**config.mk**
```make
export PLATFORM = sky130hd
export DESIGN_NAME = instr_router
export DESIGN_NICKNAME = d
export VERILOG_FILES = /design/src/rtl/instr_router.sv
export SDC_FILE = /design/constraint.sdc
export NUM_CORES = 1
export LEC_CHECK = 0
export CAP_MARGIN = 15
export CELL_PAD_IN_SITES_DETAIL_PLACEMENT = 0
export CELL_PAD_IN_SITES_GLOBAL_PLACEMENT = 1
export CORE_MARGIN = 5
export CORE_UTILIZATION = 59
export DETAILED_ROUTE_END_ITERATION = 16
export DONT_BUFFER_PORTS = 1
export PLACE_DENSITY = 0.83
export SETUP_SLACK_MARGIN = 0.05
export SYNTH_ARGS = -nofsm -noshare
export SYNTH_HDL_FRONTEND = slang
export SYNTH_SLANG_ARGS = --single-unit
```
**constraint.sdc**
```tcl
create_clock -name clk -period 6.6 [get_ports clk]
set_input_delay 1.32 -clock clk [delete_from_list [all_inputs] [get_ports clk]]
set_output_delay 1.32 -clock clk [all_outputs]
set_load 0.02 [all_outputs]
```
**src/rtl/instr_router.sv**
```systemverilog
// Instruction router: steers each accepted word into the self, left or right
// channel FIFO, or into all three for a broadcast, with an independent valid/ready drain per channel.
module instr_router #(
  parameter int WIDTH = 32,
  parameter int DEPTH = 4,
  parameter int CNT_W = 3
) (
  input  logic             clk,
  input  logic             reset,
  input  logic             in_valid,
  output logic             in_ready,
  input  logic [1:0]       in_dest,
  input  logic [WIDTH-1:0] in_instr,
  output logic             self_valid,
  output logic             left_valid,
  output logic             right_valid,
  input  logic             self_ready,
  input  logic             left_ready,
  input  logic             right_ready,
  output logic [WIDTH-1:0] self_instr,
  output logic [WIDTH-1:0] left_instr,
  output logic [WIDTH-1:0] right_instr,
  output logic [CNT_W-1:0] self_count,
  output logic [CNT_W-1:0] left_count,
  output logic [CNT_W-1:0] right_count,
  output logic [2:0]       check
);

  localparam int PTR_W = $clog2(DEPTH);
  localparam int NCH   = 3;  // channel index: 0 self, 1 left, 2 right

  logic [NCH-1:0]   tgt, full, ch_valid, ch_ready, push, pop;
  logic [NCH-1:0]   check_q;
  logic             accept;
  logic [CNT_W-1:0] count [NCH];
  logic [PTR_W-1:0] head  [NCH];
  logic [PTR_W-1:0] tail  [NCH];
  logic [WIDTH-1:0] mem   [NCH][DEPTH];
  logic [WIDTH-1:0] head_word [NCH];

  // NOTE: every signal driven from always_comb gets a value on every path, so no latch is inferred.
  always_comb begin
    tgt = '0;
    unique case (in_dest)
      2'b00: tgt = 3'b010;
      2'b01: tgt = 3'b001;
      2'b10: tgt = 3'b100;
      2'b11: tgt = 3'b111;
    endcase
  end

  always_comb begin
    for (int i = 0; i < NCH; i++) begin
      full[i]      = (count[i] == CNT_W'(DEPTH));
      ch_valid[i]  = (count[i] != '0);
      head_word[i] = ch_valid[i] ? mem[i][head[i]] : '0;
    end
  end

  // Broadcast is blocked if any channel is full, which keeps it all-or-nothing.
  assign in_ready = ~|(tgt & full);
  assign accept   = in_valid & in_ready;
  assign push     = tgt & {NCH{accept}};
  assign ch_ready = {right_ready, left_ready, self_ready};
  assign pop      = ch_valid & ch_ready;

  // NOTE: sequential state uses non-blocking assignments so every register samples pre-edge values.
  always_ff @(posedge clk) begin
    if (reset) begin
      for (int i = 0; i < NCH; i++) begin
        count[i] <= '0;
        head[i]  <= '0;
        tail[i]  <= '0;
      end
      check_q <= '0;
    end else begin
      for (int i = 0; i < NCH; i++) begin
        if (push[i]) tail[i] <= tail[i] + 1'b1;
        if (pop[i])  head[i] <= head[i] + 1'b1;
        unique case ({push[i], pop[i]})
          2'b10:   count[i] <= count[i] + 1'b1;
          2'b01:   count[i] <= count[i] - 1'b1;
          default: count[i] <= count[i];
        endcase
      end
      check_q <= push;
    end
  end

  // NOTE: storage is not reset; clearing the counts already hides stale entries.
  always_ff @(posedge clk) begin
    for (int i = 0; i < NCH; i++) begin
      if (push[i] && !reset) mem[i][tail[i]] <= in_instr;
    end
  end

  assign self_valid  = ch_valid[0];
  assign left_valid  = ch_valid[1];
  assign right_valid = ch_valid[2];
  assign self_instr  = head_word[0];
  assign left_instr  = head_word[1];
  assign right_instr = head_word[2];
  assign self_count  = count[0];
  assign left_count  = count[1];
  assign right_count = count[2];
  assign check       = check_q;

endmodule

```
==> Word-level counts from Yosys, hierarchy flattened <==
Memory sizes are Yosys's and may differ from the RTL's.
Index checks and enable logic that the tools add are counted.
{ "op_classes": {"n_lt_le_gt_ge": 9, "n_reduce_logical": 16, "addsub": 12, "mux": 87, "n_eq_ne": 12, "bitwise": 25} }
{ "op_table": {"columns": ["operator", "count"], "rows": [
  ["128-bit 2-to-1 mux", 3],
  ["32-bit 2-to-1 mux", 12],
  ["32-bit binary-select mux with 2-bit select", 3],
  ["32-bit demux with 2-bit select", 3],
  ["1-bit 2-to-1 mux", 50],
  ["3-bit 2-to-1 mux", 9],
  ["3-bit >= comparator (second input constant)", 6],
  ["2-bit inverter with 3-bit output", 6],
  ["1-bit OR", 15],
  ["2-bit by 1-bit adder with 2-bit output (second input constant)", 6],
  ["2-bit 2-to-1 mux", 6],
  ["3-bit case mux with 4 select lines", 1],
  ["2-bit == test (second input constant)", 5],
  ["3-bit by 1-bit adder with 3-bit output (second input constant)", 3],
  ["3-bit bitwise AND", 3],
  ["3-bit == test (second input constant)", 3],
  ["3-bit by 1-bit less-than comparator with 1-bit output (second input constant)", 3],
  ["3-bit nonzero test", 3],
  ["3-bit by 1-bit subtractor with 3-bit output (second input constant)", 3],
  ["2-bit by 1-bit == test with 1-bit output (second input constant)", 4],
  ["1-bit logical AND", 6],
  ["2-bit OR reduction", 3],
  ["3-bit OR reduction", 1],
  ["1-bit zero test", 2],
  ["2 further kinds", 2]
]} }
{ "totals": {"wordCells": 166, "regBits": 3, "n_memories": 4, "ramBits": 405} }
{ "memory_table": {"columns": ["memory", "depth", "word_bits", "read_ports", "rd_ports_with_merged_regs", "write_ports", "line_no", "source"], "rows": [
  ["mem", 3, 128, 3, 0, 3, "38", "logic [WIDTH-1:0] mem [NCH][DEPTH];"],
  ["count", 3, 3, 3, 0, 3, "35", "logic [CNT_W-1:0] count [NCH];"],
  ["head", 3, 2, 3, 0, 3, "36", "logic [PTR_W-1:0] head [NCH];"],
  ["tail", 3, 2, 3, 0, 3, "37", "logic [PTR_W-1:0] tail [NCH];"]
]} }

==> Depth between registers and ports, before layout <==
Gate-level depths: netlist (run 1).
{ "logic_depth": {"word_depth": 14, "depth_mapped": 11, "depth_no_buf": 11} }

==> Worst setup path after synthesis (run 1) <==
OpenSTA, ideal clock, no wires.
{ "synth_timing": {"path_type": "input-to-reg", "start": "input port in_dest[0]", "end": "memory mem[0][128] (netlist bit) (enable)", "path_slack_ns": 1.689, "n_path_buf": 1, "setup_ns": 0.461, "arrival_time_ns": 4.450, "stages": 6, "cell_sequence": "inv_1 > ha_1 > o211ai_1 > nand4b_1 > clkbuf_1 > nor3_1"} }
{ "synth_lines": {"columns": ["item", "line_no", "source"], "rows": [
  ["from (decl)", "12", "input logic [1:0] in_dest,"],
  ["to (decl)", "38", null]
]} }

==> impl_summary.txt, run 1 <==
----------------------------------------------------
[STA]
  Setup violation total in the final timing report ... 0
  Maximum clock rate ... 0.233 GHz
  Final worst path period need ... about 4.3 ns
  Worst rel slew slack ... 22.3%
  Post-Route Setup TNS ... 0 ns
  Final setup skew ... about 0.017 ns
  Slew Viols, Final ... 0
  Final period utilization ... between 60% and 70%
  Unrepaired setup endpoints after global routing ... false
  Worst Max-Slew Pin Slew ... between 1 and 1.5 ns
  Number of endpoints with negative hold slack in the final report ... 0

[CTS]
  Source-to-sink clock delay at the later pin of the worst-skew pair ... around 0.53 ns
  Hold-fix buffers at CTS ... 0
  CTS-repair resized insts ... 0
  CTS root buffer ... clkbuf_16
  CTS tree ... yes
  Setup repair bufs after CTS ... 0
  Level count of the clock H-tree ... 2
  TritonCTS Sinks ... 408
  Total clock buffers created by CTS ... 41
  CTS clock-pin slew for the worst setup and hold paths ... around 0.06 ns
  Buffers from clock root to sink, at most ... 3

[Global routing]
  Gr ovfl total ... 0
  Number of global-route vias before repair ... roughly 7800
  Global-route wire length before repair ... between 40 and 50 mm
  Number of antenna violations at the first check in global routing ... 0
  Pin count of the biggest net entering global routing ... 36
  Global routing usage summed across all routing layers ... a little over a fifth

[Synthesis]
  Library cell occupying the most area in the post-synthesis netlist ... edfxtp_1
  Distinct cell type count after synthesis ... 33
  Yosys reg bits ... slightly above 400
  Syn. warnings ... 0
  Nets in the synthesized netlist ... between 800 and 900
  Post-Syn Area per Cell ... 20.5 um^2
  Cell area after synthesis ... between 15000 and 20000 um^2
  Sequential area share after synthesis ... between 70% and 80%
  Synthesized instance count ... between 700 and 800
  Share of the synthesized area in the top cell type ... around 75%
  Ranking of synthesized cells by area ... edfxtp_1, mux4_2, and2_1, ha_1, nor3_1

[Critical path]
  WP buf/inv ... 1
  Worst setup SP type ... register
  Data arrival time at the worst-slack endpoint ... about 3.0 ns
  R2r endpoint ... count[1][2]$_SDFFCE_PP0P_
  Reg-to-reg startpoint ... count[0][1]$_SDFFCE_PP0P_
  Critical Path, Cell by Cell ... buf_4 -> mux4_2 -> and2_1
  Req. time, crit path ... 5.28 ns
  Slowest Stage Delay on Critical Path ... 1.01 ns
  Critical Path Slowest Stage Cell ... edfxtp_1
  CP Launch Point ... head[0][2]$_SDFFCE_PP0P_
  Worst Path Max Fanout ... 21
  Top delay family on crit path ... flip-flops
  Critical path class ... register to output pin
  Element type at the critical path end ... output pin
  Setup slack of the worst register-to-register path ... between 3 and 4 ns
  Number of cells on the worst reg-to-reg path ... 9

[Detailed routing]
  Avg Vias per Cell ... about 6.2
  Total detailed-routing wirelength ... about 32 mm
  Per-cell routed wire length ... between 20 and 30 um
  Via count ... approximately 7400
  Count of unresolved DRC violations after routing ... 0
  Remaining antenna violation count ... 0
  Initial detailed-routing violation count ... 600
  First-pass detailed-route iteration total ... 5

[Pwr]
  Leakage component of the power ... between 5 and 6 nW
  Switching part of the total ... about 28%
  Power dissipated by switching net loads ... roughly 1.8 mW
  Sequential group share of total power ... between 40% and 50%
  Max VDD drop ... 0.000226 V
  Power Density ... 358 nW/um^2
  Design internal power ... around 4.6 mW
  Combinational power share ... between 15 and 20%
  Portion of total power attributed to the clock network ... 32.8%

[Floorplan]
  # rows ... 60
  Number of placed I/O pins ... approximately 150
  Core box area ... ~27000 um^2
  Horizontal die dimension ... around 180 um
  Die height ... approximately 180 um
  Die footprint ... about 31000 um^2
  Effective utilization at floorplan ... ~60%

[Min path]
  Hold EP ... tail[0][2]$_SDFFCE_PP0P_
  Cell count of the worst hold path ... 1
  Worst hold path type ... register to register
  Hold path start ... tail[0][2]$_SDFFCE_PP0P_

[Layout]
  Ant diodes ... 0
  Share of cells above drive strength 1 ... roughly 22%
  Filler Cells Inserted ... ~1700
  Final design instance area without fill ... 17900 um^2
  Net count reported at finish ... a little under 900
  Area growth syn-to-layout ... 10.7%
  Most frequent standard cell in the layout excluding fill and tap cells ... edfxtp_1
  Commonest cells after routing, fill and taps aside ... edfxtp_1, and2_1, mux4_2

[Placed design]
  Placement-stage cell area ... ~17000 um^2
  Last weighted congestion value of the routability-driven placer ... around 0.76
  Port Buffer Count ... 0
  Half-perimeter wire length after detailed placement ... slightly below 20 mm

[Run status]
  Run status ... finished, final reports clean

[Run]
  Max-Cap Viols ... 0

----------------------------------------------------
[sequential cells by signal, summed over array words and instances, names as in the netlist]
register  flops
check         3
count         9
mem         384
head          6
tail          6
[Yosys cell counts (all sizes together)]
master	count
xor2	1
o22ai	2
ha	24
and2	97
a222oi	1
or3	2
nor2	20
o21ai	1
nand3	5
o21bai	7
o21a	1
nor2b	1
fa	2
o211ai	1
clkbuf	27
nand4b	1
o211a	1
nand2	3
mux4	96
nand2b	6
edfxtp	405
or3b	2
xnor2	7
inv	27
or2	4
o21ba	1
nor3	21
nor3b	2
dfxtp	3
or4b	1
buf	14
[per-layer routing]
metal	wire, um	global-route usage (%)
met5	0	0
met1	12500	27.4
met4	627	5.07
met3	2200	5.23
met2	16600	36.4
[cell families after synthesis]
kind of cell    Yosys count  share of synthesized area [%]
flops                   408                           75.7
simple gates            165                           5.92
mux                      96                           13.4
buf+inv                  68                           1.73
fa+ha+maj                26                           2.11
compound gates           15                          0.713
xor+xnor                  8                          0.434
[power groups by stage]
stage	combinational, mW	clock [mW]	sequential (mW)
2_1_floorplan	1.04	0	3.05
3_3_place_gp	1.22	0	3.11
3_5_place_dp	1.24	0	3.12
4_1_cts	1.25	2.13	3.07
5_1_grt	1.32	2.25	3.08
6_report	1.23	2.10	3.06
[stage by stage]
stage          hold WS [ns]  util, %  total power, mW  instances  setup WS (ns)
3_5_place_dp          0.640     61.6             4.37       1105           2.65
5_1_grt               0.664     66.3             6.65       1179           2.04
4_1_cts               0.648     66.1             6.45       1177           2.18
2_1_floorplan         0.604        -             4.09        786           1.69
6_report              0.656     66.3             6.39       1179           2.31
3_3_place_gp          0.619     61.6             4.33       1105           2.68
[area by class of cell]
type / count / area (um^2) / share of cell area (%)
Sequential cell: 408 / 12200 / 68.4
Multi-Input combinational cell: 310 / 3720 / 20.8
Clock buffer: 50 / 1060 / 5.93
Tap cell: 341 / 427 / 2.39
Timing Repair Buffer: 21 / 198 / 1.11
Clock inverter: 22 / 149 / 0.833
Inverter: 27 / 101 / 0.567
[worst max-delay path by stage]
stage	end	slack, ns	cells after the start
floorplan	mem[0][128]$_DFFE_PP_	1.69	6
global placement	count[1][2]$_SDFFCE_PP0P_	2.68	11
detailed placement	mem[0][338]$_DFFE_PP_	2.65	5
CTS	left_instr[19]	2.18	3
global route	left_instr[19]	2.04	3
finish	left_instr[19]	2.31	3
(Power assumes the default switching activity.)
==> run 2, diff against run 1 <==
--- a/config.mk
+++ b/config.mk
@@ -9,10 +9,10 @@
 export CELL_PAD_IN_SITES_DETAIL_PLACEMENT = 0
 export CELL_PAD_IN_SITES_GLOBAL_PLACEMENT = 1
 export CORE_MARGIN = 5
-export CORE_UTILIZATION = 59
+export CORE_UTILIZATION = 50
 export DETAILED_ROUTE_END_ITERATION = 16
 export DONT_BUFFER_PORTS = 1
-export PLACE_DENSITY = 0.83
+export PLACE_DENSITY = 0.75
 export SETUP_SLACK_MARGIN = 0.05
 export SYNTH_ARGS = -nofsm -noshare
 export SYNTH_HDL_FRONTEND = slang
==> constraint.sdc (replaced) <==
create_clock -name clk -period 3.9 [get_ports clk]
set_input_delay 0.78 -clock clk [delete_from_list [all_inputs] [get_ports clk]]
set_output_delay 0.78 -clock clk [all_outputs]
set_load 0.02 [all_outputs]
==> impl_summary.txt, run 2 (synthesis results as in run 1) <==
----------------------------------------------------
[CTS]
  Total clock buffers created by CTS ... 42 (was 41)
  Setup repair bufs after CTS ... 0 (unchanged)
  Hold-fix buffers at CTS ... 0 (unchanged)
  CTS root buffer ... clkbuf_16 (unchanged)
  CTS tree ... yes (unchanged)
  CTS clock-pin slew for the worst setup and hold paths ... 0.06 ns (about the same)
  Level count of the clock H-tree ... 2 (unchanged)
  Source-to-sink clock delay at the later pin of the worst-skew pair ... 0.55 ns (was 0.53 ns)
  CTS-repair resized insts ... 0 (unchanged)
  Buffers from clock root to sink, at most ... 3 (unchanged)
  TritonCTS Sinks ... 408 (unchanged)

[Min path]
  Hold path start ... in_instr[31] (was tail[0][2]$_SDFFCE_PP0P_)
  Worst hold path type ... input port to register (was register to register)
  Cell count of the worst hold path ... 0 (was 1)
  Hold EP ... mem[0][287]$_DFFE_PP_ (was tail[0][2]$_SDFFCE_PP0P_)

[Global routing]
  Pin count of the biggest net entering global routing ... 36 (unchanged)
  Global-route wire length before repair ... 50.4 mm (was 48.7 mm)
  Global routing usage summed across all routing layers ... 18.8% (was 21.0%)
  Number of antenna violations at the first check in global routing ... 0 (unchanged)
  Number of global-route vias before repair ... 7852 (was 7846)
  Gr ovfl total ... 0 (unchanged)

[Pwr]
  Power Density ... 615 nW/um^2 (was 358 nW/um^2)
  Max VDD drop ... 0.000465 V (was 0.000226 V)
  Leakage component of the power ... 5.78 nW (was 5.70 nW)
  Pwr Total ... 11.1 mW (was 6.39 mW)

[Run]
  Max-Cap Viols ... 0 (unchanged)

[STA]
  Unrepaired setup endpoints after global routing ... false (unchanged)
  Maximum clock rate ... 0.302 GHz
  Worst rel slew slack ... 45.4% (was 22.3%)
  Final setup skew ... 0.0162 ns (was 0.0166 ns)
  Number of endpoints with negative hold slack in the final report ... 0 (unchanged)
  Final period utilization ... between 80 and 90%
  Setup violation total in the final timing report ... 0 (unchanged)
  Final worst path period need ... 3.31 ns
  Slew Viols, Final ... 0 (unchanged)
  Worst Max-Slew Pin Slew ... 0.818 ns (was 1.16 ns)
  Final setup slack of the worst path ... 0.586 ns (was 2.31 ns)

[Detailed routing]
  Remaining antenna violation count ... 0 (unchanged)
  First-pass detailed-route iteration total ... 5 (unchanged)
  Count of unresolved DRC violations after routing ... 0 (unchanged)
  Avg Vias per Cell ... 5.91 (was 6.24)
  Total detailed-routing wirelength ... 33.4 mm (was 31.9 mm)
  Per-cell routed wire length ... 26.7 um (was 27.1 um)
  Via count ... 7384 (was 7354)
  Initial detailed-routing violation count ... 553 (was 600)

[Critical path]
  Element type at the critical path end ... register (was output pin)
  Worst Path Max Fanout ... 9 (was 21)
  Data arrival time at the worst-slack endpoint ... 3.62 ns (was 2.97 ns)
  Number of cells on the worst reg-to-reg path ... 9 (unchanged)
  Setup slack of the worst register-to-register path ... 0.59 ns (was 3.43 ns)
  Critical path class ... register to register (was register to output pin)
  Reg-to-reg startpoint ... count[0][1]$_SDFFCE_PP0P_ (unchanged)
  Worst setup SP type ... register (unchanged)
  R2r endpoint ... count[1][2]$_SDFFCE_PP0P_ (unchanged)
  Req. time, crit path ... 4.20 ns (was 5.28 ns)

[Layout]
  Commonest cells after routing, fill and taps aside ... edfxtp_1, and2_1, mux4_2 (unchanged)
  Area growth syn-to-layout ... 12.0% (was 10.7%)
  Share of cells above drive strength 1 ... 23.5% (was 22.3%)
  Most frequent standard cell in the layout excluding fill and tap cells ... edfxtp_1 (unchanged)
  Ant diodes ... 0 (unchanged)
  Number of flip-flops in the largest register ... 384 (unchanged)
  Net count reported at finish ... 881 (was 875)

[Floorplan]
  Die footprint ... 36000 um^2 (was 30800 um^2)
  Core box area ... 31700 um^2 (was 27000 um^2)
  Effective utilization at floorplan ... 50.9% (was 59.9%)
  Horizontal die dimension ... 190 um (was 175 um)
  # rows ... 65 (was 60)
  Number of placed I/O pins ... 152 (unchanged)
  Die height ... 190 um (was 175 um)

[Placed design]
  Half-perimeter wire length after detailed placement ... 20.2 mm (was 19.5 mm)
  Last weighted congestion value of the routability-driven placer ... 0.734 (was 0.764)
  Port Buffer Count ... 0 (unchanged)
  Setup Slack @ Placement ... 0.405 ns (was 2.65 ns)

[Run status]
  Run status ... finished, final reports clean (unchanged)

----------------------------------------------------
## run 2: changes by cell type in the layout (fill, tap and decap cells not counted), moves of 2 or more
cell        change
buf_16          -2
buf_4           +7
bufinv_16       +2
clkbuf_1        -3
clkinv_2        +2
clkinvlp_4      +2
nor3_2          -3
nor3_4          +3
## run 2: critical path, cell delays in order, from the launching register on
cell      delay, ns
edfxtp_1       0.52
or3b_1         0.59
o21bai_1       0.67
or2_1          0.20
ha_1           0.21
nand2b_1       0.10
fa_1           0.40
xnor2_1        0.20
xnor2_1        0.14
nor2_1         0.06
## run 2: worst max path at each step
| stage | from | end | slack, ns | depth (start not counted) |
|---|---|---|---|---|
| 6_report | count[0][1]$_SDFFCE_PP0P_ | count[1][2]$_SDFFCE_PP0P_ | 0.59 | 9 |
| 5_1_grt | count[0][1]$_SDFFCE_PP0P_ | count[1][2]$_SDFFCE_PP0P_ | 0.43 | 9 |
| 4_1_cts | count[2][0]$_DFFE_PP_ | right_instr[31] | 0.54 | 4 |
| 3_5_place_dp | in_dest[0] | count[1][2]$_SDFFCE_PP0P_ | 0.40 | 11 |
| 3_3_place_gp | in_dest[0] | count[0][2]$_SDFFCE_PP0P_ | 0.48 | 11 |
| 2_1_floorplan | in_dest[0] | mem[0][128]$_DFFE_PP_ | -0.47 | 6 |
## run 2: metal layers
layer / track usage (%) / share of wire (%) / wire length [um] / up-vias
met5: 0 / 0 / 0 / -
met1: 24.7 / 40 / 13300 / 3928
met4: 3.73 / 1.5 / 489 / 0
met2: 31.8 / 50 / 16800 / 250
met3: 5.38 / 8.3 / 2780 / 40
li1: - / - / - / 3166
## run 2: report_power, final
group	total (mW)	leakage, nW	switching, mW	internal (mW)
Clock	3.83	0.651	1.63	2.20
Sequential	5.11	3.71	0.120	4.99
Combinational	2.19	1.42	1.43	0.757
## run 2: area by class of cell
| type | instances | area, um^2 |
|---|---|---|
| well taps | 402 | 503 |
| flip-flops and latches | 408 | 12200 |
| repair buffers | 26 | 195 |
| clock buffers | 48 | 1070 |
| clock inverters | 29 | 256 |
| multi-input cells | 310 | 3740 |
| inverters | 27 | 101 |
| fillers | 2330 | 13600 |
## run 2: stage by stage
| step | hold WS (ns) | cell area, um^2 | setup TNS, ns | utilization [%] | cells |
|---|---|---|---|---|---|
| after detailed placement | 0.638 | 16800 | 0 | 52.8 | 1173 |
| after global routing | 0.301 | 18100 | 0 | 57.0 | 1250 |
| after floorplan | 0.604 | 16200 | -73.58 | - | 786 |
| after global placement | 0.619 | 16800 | 0 | 52.8 | 1173 |
| final | 0.326 | 18100 | 0 | 57.0 | 1250 |
| after CTS | 0.305 | 18100 | 0 | 57.0 | 1250 |
==> run 3, diff against run 2 <==
--- a/config.mk
+++ b/config.mk
@@ -9,10 +9,10 @@
 export CELL_PAD_IN_SITES_DETAIL_PLACEMENT = 0
 export CELL_PAD_IN_SITES_GLOBAL_PLACEMENT = 1
 export CORE_MARGIN = 5
-export CORE_UTILIZATION = 50
+export CORE_UTILIZATION = 55
 export DETAILED_ROUTE_END_ITERATION = 16
 export DONT_BUFFER_PORTS = 1
-export PLACE_DENSITY = 0.75
+export PLACE_DENSITY = 0.78
 export SETUP_SLACK_MARGIN = 0.05
 export SYNTH_ARGS = -nofsm -noshare
 export SYNTH_HDL_FRONTEND = slang
==> constraint.sdc (replaced) <==
create_clock -name clk -period 3.15 [get_ports clk]
set_input_delay 0.63 -clock clk [delete_from_list [all_inputs] [get_ports clk]]
set_output_delay 0.63 -clock clk [all_outputs]
set_load 0.02 [all_outputs]
==> impl_summary.txt, run 3 (synthesis results as in run 1) <==
----------------------------------------------------
[Run status]
  Run status ... finished, final reports clean (unchanged)

[Pwr]
  Sequential group share of total power ... 45.2% (was 45.9%)
  Switching part of the total ... 27.8% (was 28.6%)
  Power Density ... 766 nW/um^2 (was 615 nW/um^2)
  Portion of total power attributed to the clock network ... 34.7% (was 34.4%)
  Leakage component of the power ... 5.86 nW (was 5.78 nW)
  Combinational power share ... 20.1% (was 19.7%)
  Max VDD drop ... 0.000643 V (was 0.000465 V)
  Design internal power ... 10.1 mW (was 7.95 mW)
  Power dissipated by switching net loads ... 3.88 mW (was 3.19 mW)

[STA]
  Final setup skew ... 0.0293 ns (was 0.0162 ns)
  Setup violation total in the final timing report ... 0 (unchanged)
  Maximum clock rate ... 0.349 GHz
  Number of endpoints with negative hold slack in the final report ... 0 (unchanged)
  Worst hold margin ... 0.183 ns (was 0.326 ns)
  Worst Max-Slew Pin Slew ... 1.14 ns (was 0.818 ns)
  Worst rel slew slack ... 23.6% (was 45.4%)
  Post-Route Setup TNS ... 0 ns (unchanged)
  Final worst path period need ... 2.86 ns
  Slew Viols, Final ... 0 (unchanged)
  Final period utilization ... 90.9%
  Unrepaired setup endpoints after global routing ... false (unchanged)

[Detailed routing]
  Total detailed-routing wirelength ... 32.6 mm (was 33.4 mm)
  Remaining antenna violation count ... 0 (unchanged)
  Initial detailed-routing violation count ... 692 (was 553)
  Avg Vias per Cell ... 5.98 (was 5.91)
  Per-cell routed wire length ... 26.4 um (was 26.7 um)
  First-pass detailed-route iteration total ... 5 (unchanged)
  Count of unresolved DRC violations after routing ... 0 (unchanged)
  Via count ... 7392 (was 7384)

[CTS]
  Setup repair bufs after CTS ... 0 (unchanged)
  Source-to-sink clock delay at the later pin of the worst-skew pair ... 0.54 ns (was 0.55 ns)
  CTS tree ... yes (unchanged)
  Total clock buffers created by CTS ... 40 (was 42)
  CTS root buffer ... clkbuf_16 (unchanged)
  CTS-repair resized insts ... 0 (unchanged)
  CTS clock-pin slew for the worst setup and hold paths ... 0.07 ns (was 0.06 ns)
  Hold-fix buffers at CTS ... 0 (unchanged)
  Buffers from clock root to sink, at most ... 3 (unchanged)
  Level count of the clock H-tree ... 2 (unchanged)
  TritonCTS Sinks ... 408 (unchanged)

[Critical path]
  Reg-to-reg startpoint ... count[0][1]$_SDFFCE_PP0P_ (unchanged)
  Critical path class ... register to output pin (was register to register)
  CP Launch Point ... head[0][0]$_SDFFCE_PP0P_ (was count[0][1]$_SDFFCE_PP0P_)
  Critical path capture point ... self_instr[9] (was count[1][2]$_SDFFCE_PP0P_)
  Worst setup SP type ... register (unchanged)
  Worst Path Max Fanout ... 19 (was 9)
  Data arrival time at the worst-slack endpoint ... 2.23 ns (was 3.62 ns)
  Element type at the critical path end ... output pin (was register)
  Number of cells on the worst reg-to-reg path ... 10 (was 9)
  R2r endpoint ... count[1][2]$_SDFFCE_PP0P_ (unchanged)
  Setup slack of the worst register-to-register path ... 0.40 ns (was 0.59 ns)
  Req. time, crit path ... 2.52 ns (was 4.20 ns)

[Floorplan]
  Number of placed I/O pins ... 152 (unchanged)
  Die footprint ... 32900 um^2 (was 36000 um^2)
  Die height ... 181 um (was 190 um)
  Core box area ... 28900 um^2 (was 31700 um^2)
  Effective utilization at floorplan ... 55.9% (was 50.9%)
  Horizontal die dimension ... 181 um (was 190 um)
  # rows ... 62 (was 65)

[Layout]
  Net count reported at finish ... 887 (was 881)
  Ant diodes ... 0 (unchanged)
  Most frequent standard cell in the layout excluding fill and tap cells ... edfxtp_1 (unchanged)
  Area growth syn-to-layout ... 12.7% (was 12.0%)
  Filler Cells Inserted ... 1996 (was 2330)
  Share of cells above drive strength 1 ... 24.2% (was 23.5%)
  Number of flip-flops in the largest register ... 384 (unchanged)
  Commonest cells after routing, fill and taps aside ... edfxtp_1, and2_1, mux4_2 (unchanged)

[Global routing]
  Gr ovfl total ... 0 (unchanged)
  Global routing usage summed across all routing layers ... 20.0% (was 18.8%)
  Number of antenna violations at the first check in global routing ... 0 (unchanged)
  Pin count of the biggest net entering global routing ... 35 (was 36)
  Number of global-route vias before repair ... 7850 (was 7852)
  Global-route wire length before repair ... 49.7 mm (was 50.4 mm)

[Placed design]
  Last weighted congestion value of the routability-driven placer ... 0.734 (about the same)
  Port Buffer Count ... 0 (unchanged)
  Half-perimeter wire length after detailed placement ... 20.6 mm (was 20.2 mm)

[Min path]
  Worst hold path type ... input port to register (unchanged)

[Run]
  Max-Cap Viols ... 0 (unchanged)

----------------------------------------------------
run 3: cell types whose count changed in the layout (fill, tap and decap cells not counted), sizes merged:
| cell | before | now |
|---|---|---|
| clkinv | 21 | 12 |
| clkbuf | 48 | 53 |
| buf | 26 | 34 |
| bufinv | 3 | 5 |
| inv | 30 | 28 |
run 3: worst min-delay path by stage:
| stage | startpoint | endpoint | slack (ns) | cells after the start |
|---|---|---|---|---|
| global placement | tail[0][4]$_SDFFCE_PP0P_ | tail[0][4]$_SDFFCE_PP0P_ | 0.62 | 1 |
| detailed placement | tail[0][2]$_SDFFCE_PP0P_ | tail[0][2]$_SDFFCE_PP0P_ | 0.64 | 1 |
| floorplan | tail[0][0]$_SDFFCE_PP0P_ | tail[0][0]$_SDFFCE_PP0P_ | 0.60 | 1 |
| global route | in_instr[31] | mem[0][63]$_DFFE_PP_ | 0.16 | 0 |
| finish | in_instr[31] | mem[0][191]$_DFFE_PP_ | 0.18 | 0 |
| CTS | in_instr[24] | mem[0][88]$_DFFE_PP_ | 0.16 | 0 |
run 3: per-layer routing:
| metal | track usage (%) | vias up | part of all wire [%] |
|---|---|---|---|
| met5 | 0 | - | 0 |
| met4 | 4.92 | 0 | 2.0 |
| met3 | 4.85 | 41 | 7.6 |
| met2 | 32.6 | 265 | 50 |
| met1 | 28.0 | 3912 | 40 |
| li1 | - | 3174 | - |
run 3: layout make-up:
cell class | count | area, um^2 | area share [%]
inverter | 27 | 101 | 0.557
clock buffer | 53 | 1100 | 6.06
clock inverter | 20 | 244 | 1.34
multi-input combinational | 310 | 3770 | 20.7
tap | 384 | 480 | 2.64
sequential | 408 | 12200 | 67.2
timing repair buffer | 34 | 280 | 1.54
run 3: power by group through the flow:
stage	registers [mW]	logic, mW	clock network, mW
final	6.30	2.80	4.84
after global routing	6.32	3.00	5.17
after CTS	6.30	2.86	4.92
after detailed placement	6.42	2.85	0
after global placement	6.40	2.80	0
after floorplan	6.39	2.18	0
run 3: per-stage QoR:
| step | total power [mW] | util (%) | setup WS, ns | cells | area, um^2 |
|---|---|---|---|---|---|
| finish | 13.9 | 63.1 | 0.287 | 1236 | 18200 |
| global route | 14.5 | 63.1 | 0.156 | 1236 | 18200 |
| CTS | 14.1 | 63.1 | 0.231 | 1236 | 18200 |
| detailed placement | 9.26 | 58.4 | 0.00327 | 1163 | 16900 |
| global placement | 9.20 | 58.4 | 0.0726 | 1163 | 16900 |
| floorplan | 8.58 | - | -0.181 | 786 | 16200 |
run 3: critical path, cell delays in order, from the launching register on:
cell and delay [ns]:
edfxtp_1 0.44, buf_4 0.40, mux4_2 0.60, and2_1 0.26
